==> config.mk <==
export PLATFORM = sky130hd
export DESIGN_NAME = mmio_uart_tx
export DESIGN_NICKNAME = d
export VERILOG_FILES = /design/src/rtl/mmio_uart_tx_pkg.sv /design/src/rtl/uart_tx_fifo.sv /design/src/rtl/mmio_uart_tx.sv
export SDC_FILE = /design/constraint.sdc
export NUM_CORES = 1
export LEC_CHECK = 0
export ABC_CLOCK_PERIOD_IN_PS = 8500
export CAP_MARGIN = 20
export CORE_MARGIN = 2
export CORE_UTILIZATION = 50
export CTS_CLUSTER_SIZE = 10
export DETAILED_ROUTE_END_ITERATION = 6
export GPL_ROUTABILITY_DRIVEN = 0
export PLACE_DENSITY = 0.74
export SYNTH_ARGS = -nofsm -noshare
export SYNTH_HDL_FRONTEND = slang
export SYNTH_SLANG_ARGS = --single-unit
==> constraint.sdc <==
create_clock -name clk -period 8.5 [get_ports clk]
set_input_delay 2.125 -clock clk [delete_from_list [all_inputs] [get_ports clk]]
set_output_delay 2.125 -clock clk [all_outputs]
set_load 0.005 [all_outputs]
==> src/rtl/mmio_uart_tx_pkg.sv <==
// Shared constants and state types for the memory-mapped UART transmitter.
package mmio_uart_tx_pkg;

   // Register offsets, word index d_addr[3:2]
   localparam logic [1:0] OFF_TXDATA = 2'd0;
   localparam logic [1:0] OFF_STATUS = 2'd1;
   localparam logic [1:0] OFF_DIV    = 2'd2;
   localparam logic [1:0] OFF_CTRL   = 2'd3;

   // STATUS bit positions
   localparam int ST_FULL  = 0;
   localparam int ST_EMPTY = 1;
   localparam int ST_BUSY  = 2;

   typedef enum logic [1:0] {IDLE, WAIT, RESP} bus_state_e;
   typedef enum logic [1:0] {S_IDLE, S_START, S_DATA, S_STOP} ser_state_e;

endpackage

==> src/rtl/uart_tx_fifo.sv <==
// Synchronous FIFO; push ignored when full, pop ignored when empty.
module uart_tx_fifo #(
   parameter int WIDTH = 8,
   parameter int DEPTH = 16
) (
   input  logic                     clk,
   input  logic                     rst,
   input  logic                     push_i,
   input  logic                     pop_i,
   input  logic [WIDTH-1:0]         din_i,
   output logic [WIDTH-1:0]         dout_o,
   output logic                     full_o,
   output logic                     empty_o,
   output logic [$clog2(DEPTH):0]   count_o
);
   localparam int AW = $clog2(DEPTH);
   localparam int CW = AW + 1;

   logic [WIDTH-1:0] mem_q [DEPTH];
   logic [AW-1:0]    wr_ptr_q, rd_ptr_q;
   logic [CW-1:0]    count_q;
   logic             do_push, do_pop;

   assign full_o  = (count_q == CW'(DEPTH));
   assign empty_o = (count_q == '0);
   assign count_o = count_q;
   assign dout_o  = mem_q[rd_ptr_q];
   assign do_push = push_i & ~full_o;
   assign do_pop  = pop_i & ~empty_o;

   // Storage array; contents need no reset since count gates visibility
   always_ff @(posedge clk) begin
      if (do_push) mem_q[wr_ptr_q] <= din_i;
   end

   // Pointers wrap naturally at DEPTH (power of two); count tracks occupancy
   always_ff @(posedge clk or posedge rst) begin
      if (rst) begin
         wr_ptr_q <= '0;
         rd_ptr_q <= '0;
         count_q  <= '0;
      end else begin
         if (do_push) wr_ptr_q <= wr_ptr_q + 1'b1;
         if (do_pop)  rd_ptr_q <= rd_ptr_q + 1'b1;
         case ({do_push, do_pop})
            2'b10:   count_q <= count_q + 1'b1;
            2'b01:   count_q <= count_q - 1'b1;
            default: count_q <= count_q;
         endcase
      end
   end

endmodule

==> src/rtl/mmio_uart_tx.sv <==
// Memory-mapped 8N1 UART transmitter on the core data port.
// Optional interrupt output and CTRL.irq_en enabled by defining UART_TX_IRQ_EN.
module mmio_uart_tx #(
   parameter int                  WORD_LEN     = 32,
   parameter logic [WORD_LEN-1:0] BASE_ADDR    = 32'hF000_0000,
   parameter int                  FIFO_DEPTH   = 16,
   parameter int                  CLKS_PER_BIT = 78
) (
   input  logic                clk,
   input  logic                rst,
   input  logic                req,
   input  logic [WORD_LEN-1:0] d_addr,
   input  logic                wen,
   input  logic [WORD_LEN-1:0] wmask,
   input  logic [WORD_LEN-1:0] wdata,
   output logic [WORD_LEN-1:0] rdata,
   output logic                data_ready,
   output logic                tx
`ifdef UART_TX_IRQ_EN
   ,output logic               irq
`endif
);
   import mmio_uart_tx_pkg::*;

   localparam int CW = $clog2(FIFO_DEPTH) + 1;

   bus_state_e          bus_q, bus_d;
   ser_state_e          ser_q, ser_d;
   logic [WORD_LEN-1:0] rdata_q, rdata_d, rd_val, status_w;
   logic                dready_q, dready_d;
   logic [15:0]         div_q, div_d;
   logic                push, pop, full, empty;
   logic [CW-1:0]       count;
   logic [7:0]          fifo_dout;
   logic [7:0]          shreg_q, shreg_d;
   logic [15:0]         divl_q, divl_d, cnt_q, cnt_d;
   logic [2:0]          bit_q, bit_d;
   logic                tx_q, tx_d, bit_end;
   logic                hit, push_req;
   logic [1:0]          off;
`ifdef UART_TX_IRQ_EN
   logic                irq_en_q, irq_en_d, irq_q;
`endif

   logic unused_bits;
   assign unused_bits = ^{d_addr[1:0], wmask[WORD_LEN-1:16], wdata[WORD_LEN-1:16]};

   assign hit      = (d_addr[WORD_LEN-1:4] == BASE_ADDR[WORD_LEN-1:4]);
   assign off      = d_addr[3:2];
   assign push_req = hit & wen & (off == OFF_TXDATA) & (wmask[7:0] == 8'hFF);
   assign bit_end  = (cnt_q == divl_q);

   uart_tx_fifo #(.WIDTH(8), .DEPTH(FIFO_DEPTH)) u_fifo (
      .clk     (clk),
      .rst     (rst),
      .push_i  (push),
      .pop_i   (pop),
      .din_i   (wdata[7:0]),
      .dout_o  (fifo_dout),
      .full_o  (full),
      .empty_o (empty),
      .count_o (count)
   );

   // Register read mux; TXDATA and unmapped bits read as zero
   always_comb begin
      status_w           = '0;
      status_w[ST_FULL]  = full;
      status_w[ST_EMPTY] = empty;
      status_w[ST_BUSY]  = (ser_q != S_IDLE);
      status_w[15:8]     = {{(8-CW){1'b0}}, count};
      rd_val             = '0;
      case (off)
         OFF_STATUS: rd_val = status_w;
         OFF_DIV:    rd_val = WORD_LEN'(div_q);
`ifdef UART_TX_IRQ_EN
         OFF_CTRL:   rd_val = WORD_LEN'(irq_en_q);
`endif
         default:    rd_val = '0;
      endcase
   end

   // Bus FSM: single-cycle access, or stall in WAIT while a push finds the FIFO full
   always_comb begin
      bus_d    = bus_q;
      rdata_d  = '0;
      dready_d = 1'b0;
      push     = 1'b0;
      div_d    = div_q;
`ifdef UART_TX_IRQ_EN
      irq_en_d = irq_en_q;
`endif
      case (bus_q)
         IDLE: if (req) begin
            if (push_req && full) begin
               bus_d = WAIT;
            end else begin
               bus_d    = RESP;
               dready_d = 1'b1;
               push     = push_req;
               if (hit && !wen) rdata_d = rd_val;
               if (hit && wen && off == OFF_DIV)
                  div_d = (div_q & ~wmask[15:0]) | (wdata[15:0] & wmask[15:0]);
`ifdef UART_TX_IRQ_EN
               if (hit && wen && off == OFF_CTRL && wmask[0])
                  irq_en_d = wdata[0];
`endif
            end
         end
         WAIT: if (!full) begin
            push     = 1'b1;
            bus_d    = RESP;
            dready_d = 1'b1;
         end
         RESP:    bus_d = IDLE;
         default: bus_d = IDLE;
      endcase
   end

   // Serializer: latch byte and divisor on pop; chain straight into the next frame
   always_comb begin
      ser_d   = ser_q;
      cnt_d   = cnt_q;
      bit_d   = bit_q;
      shreg_d = shreg_q;
      divl_d  = divl_q;
      pop     = 1'b0;
      tx_d    = 1'b1;
      case (ser_q)
         S_IDLE: if (!empty) begin
            pop     = 1'b1;
            shreg_d = fifo_dout;
            divl_d  = div_q;
            cnt_d   = '0;
            ser_d   = S_START;
         end
         S_START: begin
            tx_d = 1'b0;
            if (bit_end) begin
               cnt_d = '0;
               bit_d = '0;
               ser_d = S_DATA;
            end else cnt_d = cnt_q + 1'b1;
         end
         S_DATA: begin
            tx_d = shreg_q[0];
            if (bit_end) begin
               cnt_d   = '0;
               shreg_d = {1'b0, shreg_q[7:1]};
               bit_d   = bit_q + 1'b1;
               if (bit_q == 3'd7) ser_d = S_STOP;
            end else cnt_d = cnt_q + 1'b1;
         end
         S_STOP: begin
            if (bit_end) begin
               cnt_d = '0;
               if (!empty) begin
                  pop     = 1'b1;
                  shreg_d = fifo_dout;
                  divl_d  = div_q;
                  ser_d   = S_START;
               end else ser_d = S_IDLE;
            end else cnt_d = cnt_q + 1'b1;
         end
         default: ser_d = S_IDLE;
      endcase
   end

   // State and output registers; reset aborts any frame or stalled access
   always_ff @(posedge clk or posedge rst) begin
      if (rst) begin
         bus_q    <= IDLE;
         rdata_q  <= '0;
         dready_q <= 1'b0;
         div_q    <= 16'(CLKS_PER_BIT - 1);
         ser_q    <= S_IDLE;
         cnt_q    <= '0;
         bit_q    <= '0;
         shreg_q  <= '0;
         divl_q   <= '0;
         tx_q     <= 1'b1;
      end else begin
         bus_q    <= bus_d;
         rdata_q  <= rdata_d;
         dready_q <= dready_d;
         div_q    <= div_d;
         ser_q    <= ser_d;
         cnt_q    <= cnt_d;
         bit_q    <= bit_d;
         shreg_q  <= shreg_d;
         divl_q   <= divl_d;
         tx_q     <= tx_d;
      end
   end

`ifdef UART_TX_IRQ_EN
   // Interrupt when enabled and the transmitter has fully drained
   always_ff @(posedge clk or posedge rst) begin
      if (rst) begin
         irq_en_q <= 1'b0;
         irq_q    <= 1'b0;
      end else begin
         irq_en_q <= irq_en_d;
         irq_q    <= irq_en_q & empty & (ser_q == S_IDLE);
      end
   end
   assign irq = irq_q;
`endif

   assign rdata      = rdata_q;
   assign data_ready = dready_q;
   assign tx         = tx_q;

endmodule

==> flow_summary.yaml <==
yosys:
  synth.top_cell.area_share_pct: 38.56
  netlist_area_sq_mm: 0.009968
  synth-seq-cells: 222
  yosys_warnings: 0
  synth_top_cell_by_area: "edfxtp_1"
  ys_seq_area_share_pct: 62.22
  syn-instance-count: 705
  avgSynthCellArea_sq_um: 14.14
  synth-edff-count: 128
  synth_area_leaders: "edfxtp_1 39%, dfrtp_1 22%, mux4_2 4.3%"
  synthArstFlopShare_pct: 42.34
  synth_ff_type: "edfxtp_1"
  synth_cell_types: 59
setup_path:
  worst-path-max-fanout: 19
  cpPeakStageDelay_ps: 580
  crit_type: "in2reg"
  worstReg2RegEnd: "u_fifo.count_o[4]"
  slowest_stage: "or4_1"
  worst_setup_path_end_kind: "register"
  reg2regPathDepth: 11
  cp_num_buf_inv: 2
  crit_required_ps: 8940
  cpMostUsedCell: "ha_1"
  start_kind: "input pin"
  crit_path_cell_trace: "clkdlybuf4s50_1 > inv_1 > ha_1 > nand2_1 > or4_1 > nor4_4 > o21ai_2 > ha_1 > ha_1 > nor2b_1 > o21ai_0 > a21oi_1 > nor3_1 > xnor2_1"
  cp_top_family: "simple AND/OR/NAND/NOR gates"
  ff2ff_setup_slack_ps: 4660
  cp_data_arrival_time_ps: 5600
  crit-reg2reg-launch: "u_fifo.count_o[0]"
floorplan:
  die_w_um: 145.2
  ios: 134
  initial_core_util_pct: 51.05
  die_h_um: 145.2
  rows: 51
  floorplan.die_area_sq_mm: 0.02108
  core_region_area_sq_mm: 0.01953
clock_network:
  cts_inserted_buffers: 26
  cts_tree: "done"
  root_buffer: "clkbuf_16"
  cts_hold_buf: 0
  clock_sinks: 222
  cts.repair.resized: 0
  clk_pin_slew_ps: 60
  postCtsSetupBuffers: 0
  h-tree-depth: 1
  clk_latency_ps: 530
  clockBufferDepth: 3
sta:
  finClkSkew_ps: 15.76
  slew_headroom_pct: 32.23
  max_freq_mhz: 193.9
  setup_tns_ps: 0
  holdWs_ps: 512.6
  slew_viol_final: 0
  period_minus_slack_ps: 5158
  grt_setup_unrepaired: "no"
  setup_violations: 0
  period_share_pct: 60.68
  tightest_slew_ps: 1007
  hold_violations: 0
drt:
  first_pass_iters: 5
  wire_per_inst_um: 19.41
  ant_nets: 0
  route.detailed.drc: 0
  routed_wirelength_mm: 21.12
  drt-initial-drc-count: 667
  viasPerCell: 5.687
  vias: 6187
pwr:
  combinationalPowerShare_pct: 3.4
  p_leak_nw: 4.640
  seqPwrFrac_pct: 51.8
  internal_power_mw: 1.790
  p_clk_share_pct: 44.8
  ir_drop_uv: 157.8
  swShare_pct: 19.78
  p_sw_mw: 0.4415
  p_per_area_mw_per_mm2: 188.6
place:
  dpl.cell_count: 1041
  portBuffers: 83
  dp_hpwl_mm: 14.43
grt:
  grt_pass1_vias: 6263
  grt_util_met2_pct: 33.50
  met3_usage_pct: 2.610
  antenna_found_initial: 0
  grt_max_degree: 77
  grt_pass1_wl_mm: 33.80
  grt_overflow: 0
  busiest_layer: "met2"
  grt_use_total_pct: 20.11
  use_met1_pct: 28.21
status:
  status: "finished, final reports clean"
min_path:
  min_from: "bit_q[2]"
  hold_depth: 1
  hold_path.class: "reg2reg"
  hold_end: "bit_q[2]"
final_layout:
  nNetsFinal: 927
  utilization_pct: 60.60
  drive_gt1_share_pct: 15.31
  area_growth_syn_to_layout_pct: 18.71
  stdcell_count: 1088
  fillers: 1472
  antenna_cells: 0
run:
  cap_violations: 0
per-stage QoR:
stage                     power [mW]  setup slack (ps)  instance area (sq um)
after floorplan                1.203              3692                  10020
after global placement         1.250              2978                  11040
after detailed placement       1.253              2841                  11060
after CTS                      2.245              3374                  11830
after global routing           2.297              3062                  11830
final                          2.232              3342                  11830
power by group through the flow:
stage                     Clock, mW  Sequential [mW]  Combinational [mW]
after CTS                      1.01             1.15              0.0774
after detailed placement          0             1.18              0.0772
after floorplan                   0             1.17              0.0280
after global placement            0             1.18              0.0746
final                          1.00             1.15              0.0767
after global routing           1.06             1.15              0.0853
layout make-up:
cell class / instances / area (sq um) / area share, %
Tap cell: 265 / 331.6 / 2.802
Clock buffer: 44 / 718.2 / 6.069
Timing Repair Buffer: 103 / 980.9 / 8.289
Inverter: 25 / 96.34 / 0.8141
Clock inverter: 2 / 46.29 / 0.3912
Sequential cell: 222 / 6203 / 52.42
Multi-Input combinational cell: 427 / 3457 / 29.21
synth_stat cells (18+ instances only):
master    instances
nor3_1           25
mux2i_1          31
ha_1             21
mux2_2           32
inv_1            24
a211oi_1         18
xnor2_1          29
buf_4            19
dfrtp_1          89
mux4_2           19
nor2_1           41
edfxtp_1        128
nand2_1          30
nand3_1          26
how the worst max path moves through the flow:
stage                           from           endpoint  slack [ps]  depth (start not counted)
final                      d_addr[3]  u_fifo.count_o[4]        3340                         14
after global routing      d_addr[18]  u_fifo.count_o[4]        3060                         12
after CTS                  d_addr[3]  u_fifo.count_o[4]        3370                         14
after detailed placement   d_addr[3]  u_fifo.count_o[4]        2840                         14
after global placement     d_addr[2]  u_fifo.count_o[4]        2980                         14
after floorplan            d_addr[2]  u_fifo.count_o[4]        3690                         14
registers in the layout, summed over array words and instances, names as in the netlist, named ones only:
signal and flops:
u_fifo.mem_q 128, cnt_q 16, divl_q 16, rdata 16, shreg_q 8, u_fifo.count_o 5, u_fifo.rd_ptr_q 4, u_fifo.wr_ptr_q 4
bit_q 3, bus_q 2, ser_q 2, data_ready 1, tx 1
kinds of logic after synthesis:
family,synth area share (%)
muxes,12.53
xor gates and xnor gates,3.075
buffers and inverters,3.665
other,0.03762
adders and majority gates,2.837
DFF,62.22
and+or+nand+nor,9.615
AOI/OAI and AO/OA,6.025
placed cells by master (no fill, tap or decap), types with 16 or more instances in the layout:
master           count
edfxtp_1           128
dfrtp_1             88
clkdlybuf4s50_1     83
nor2_1              41
mux2_2              32
mux2i_1             31
nand2_1             30
xnor2_1             29
nand3_1             26
clkbuf_16           26
nor3_1              25
inv_1               23
ha_1                21
buf_4               20
mux4_2              19
a211oi_1            18
clkbuf_1            18
conb_1              16
per-layer routing:
metal | up-vias | part of all wire [%]
li1 | 2819 | -
met1 | 3085 | 44
met2 | 249 | 48
met3 | 34 | 6.5
met4 | 0 | 1.9
met5 | - | 0
(Power assumes the default switching activity.)
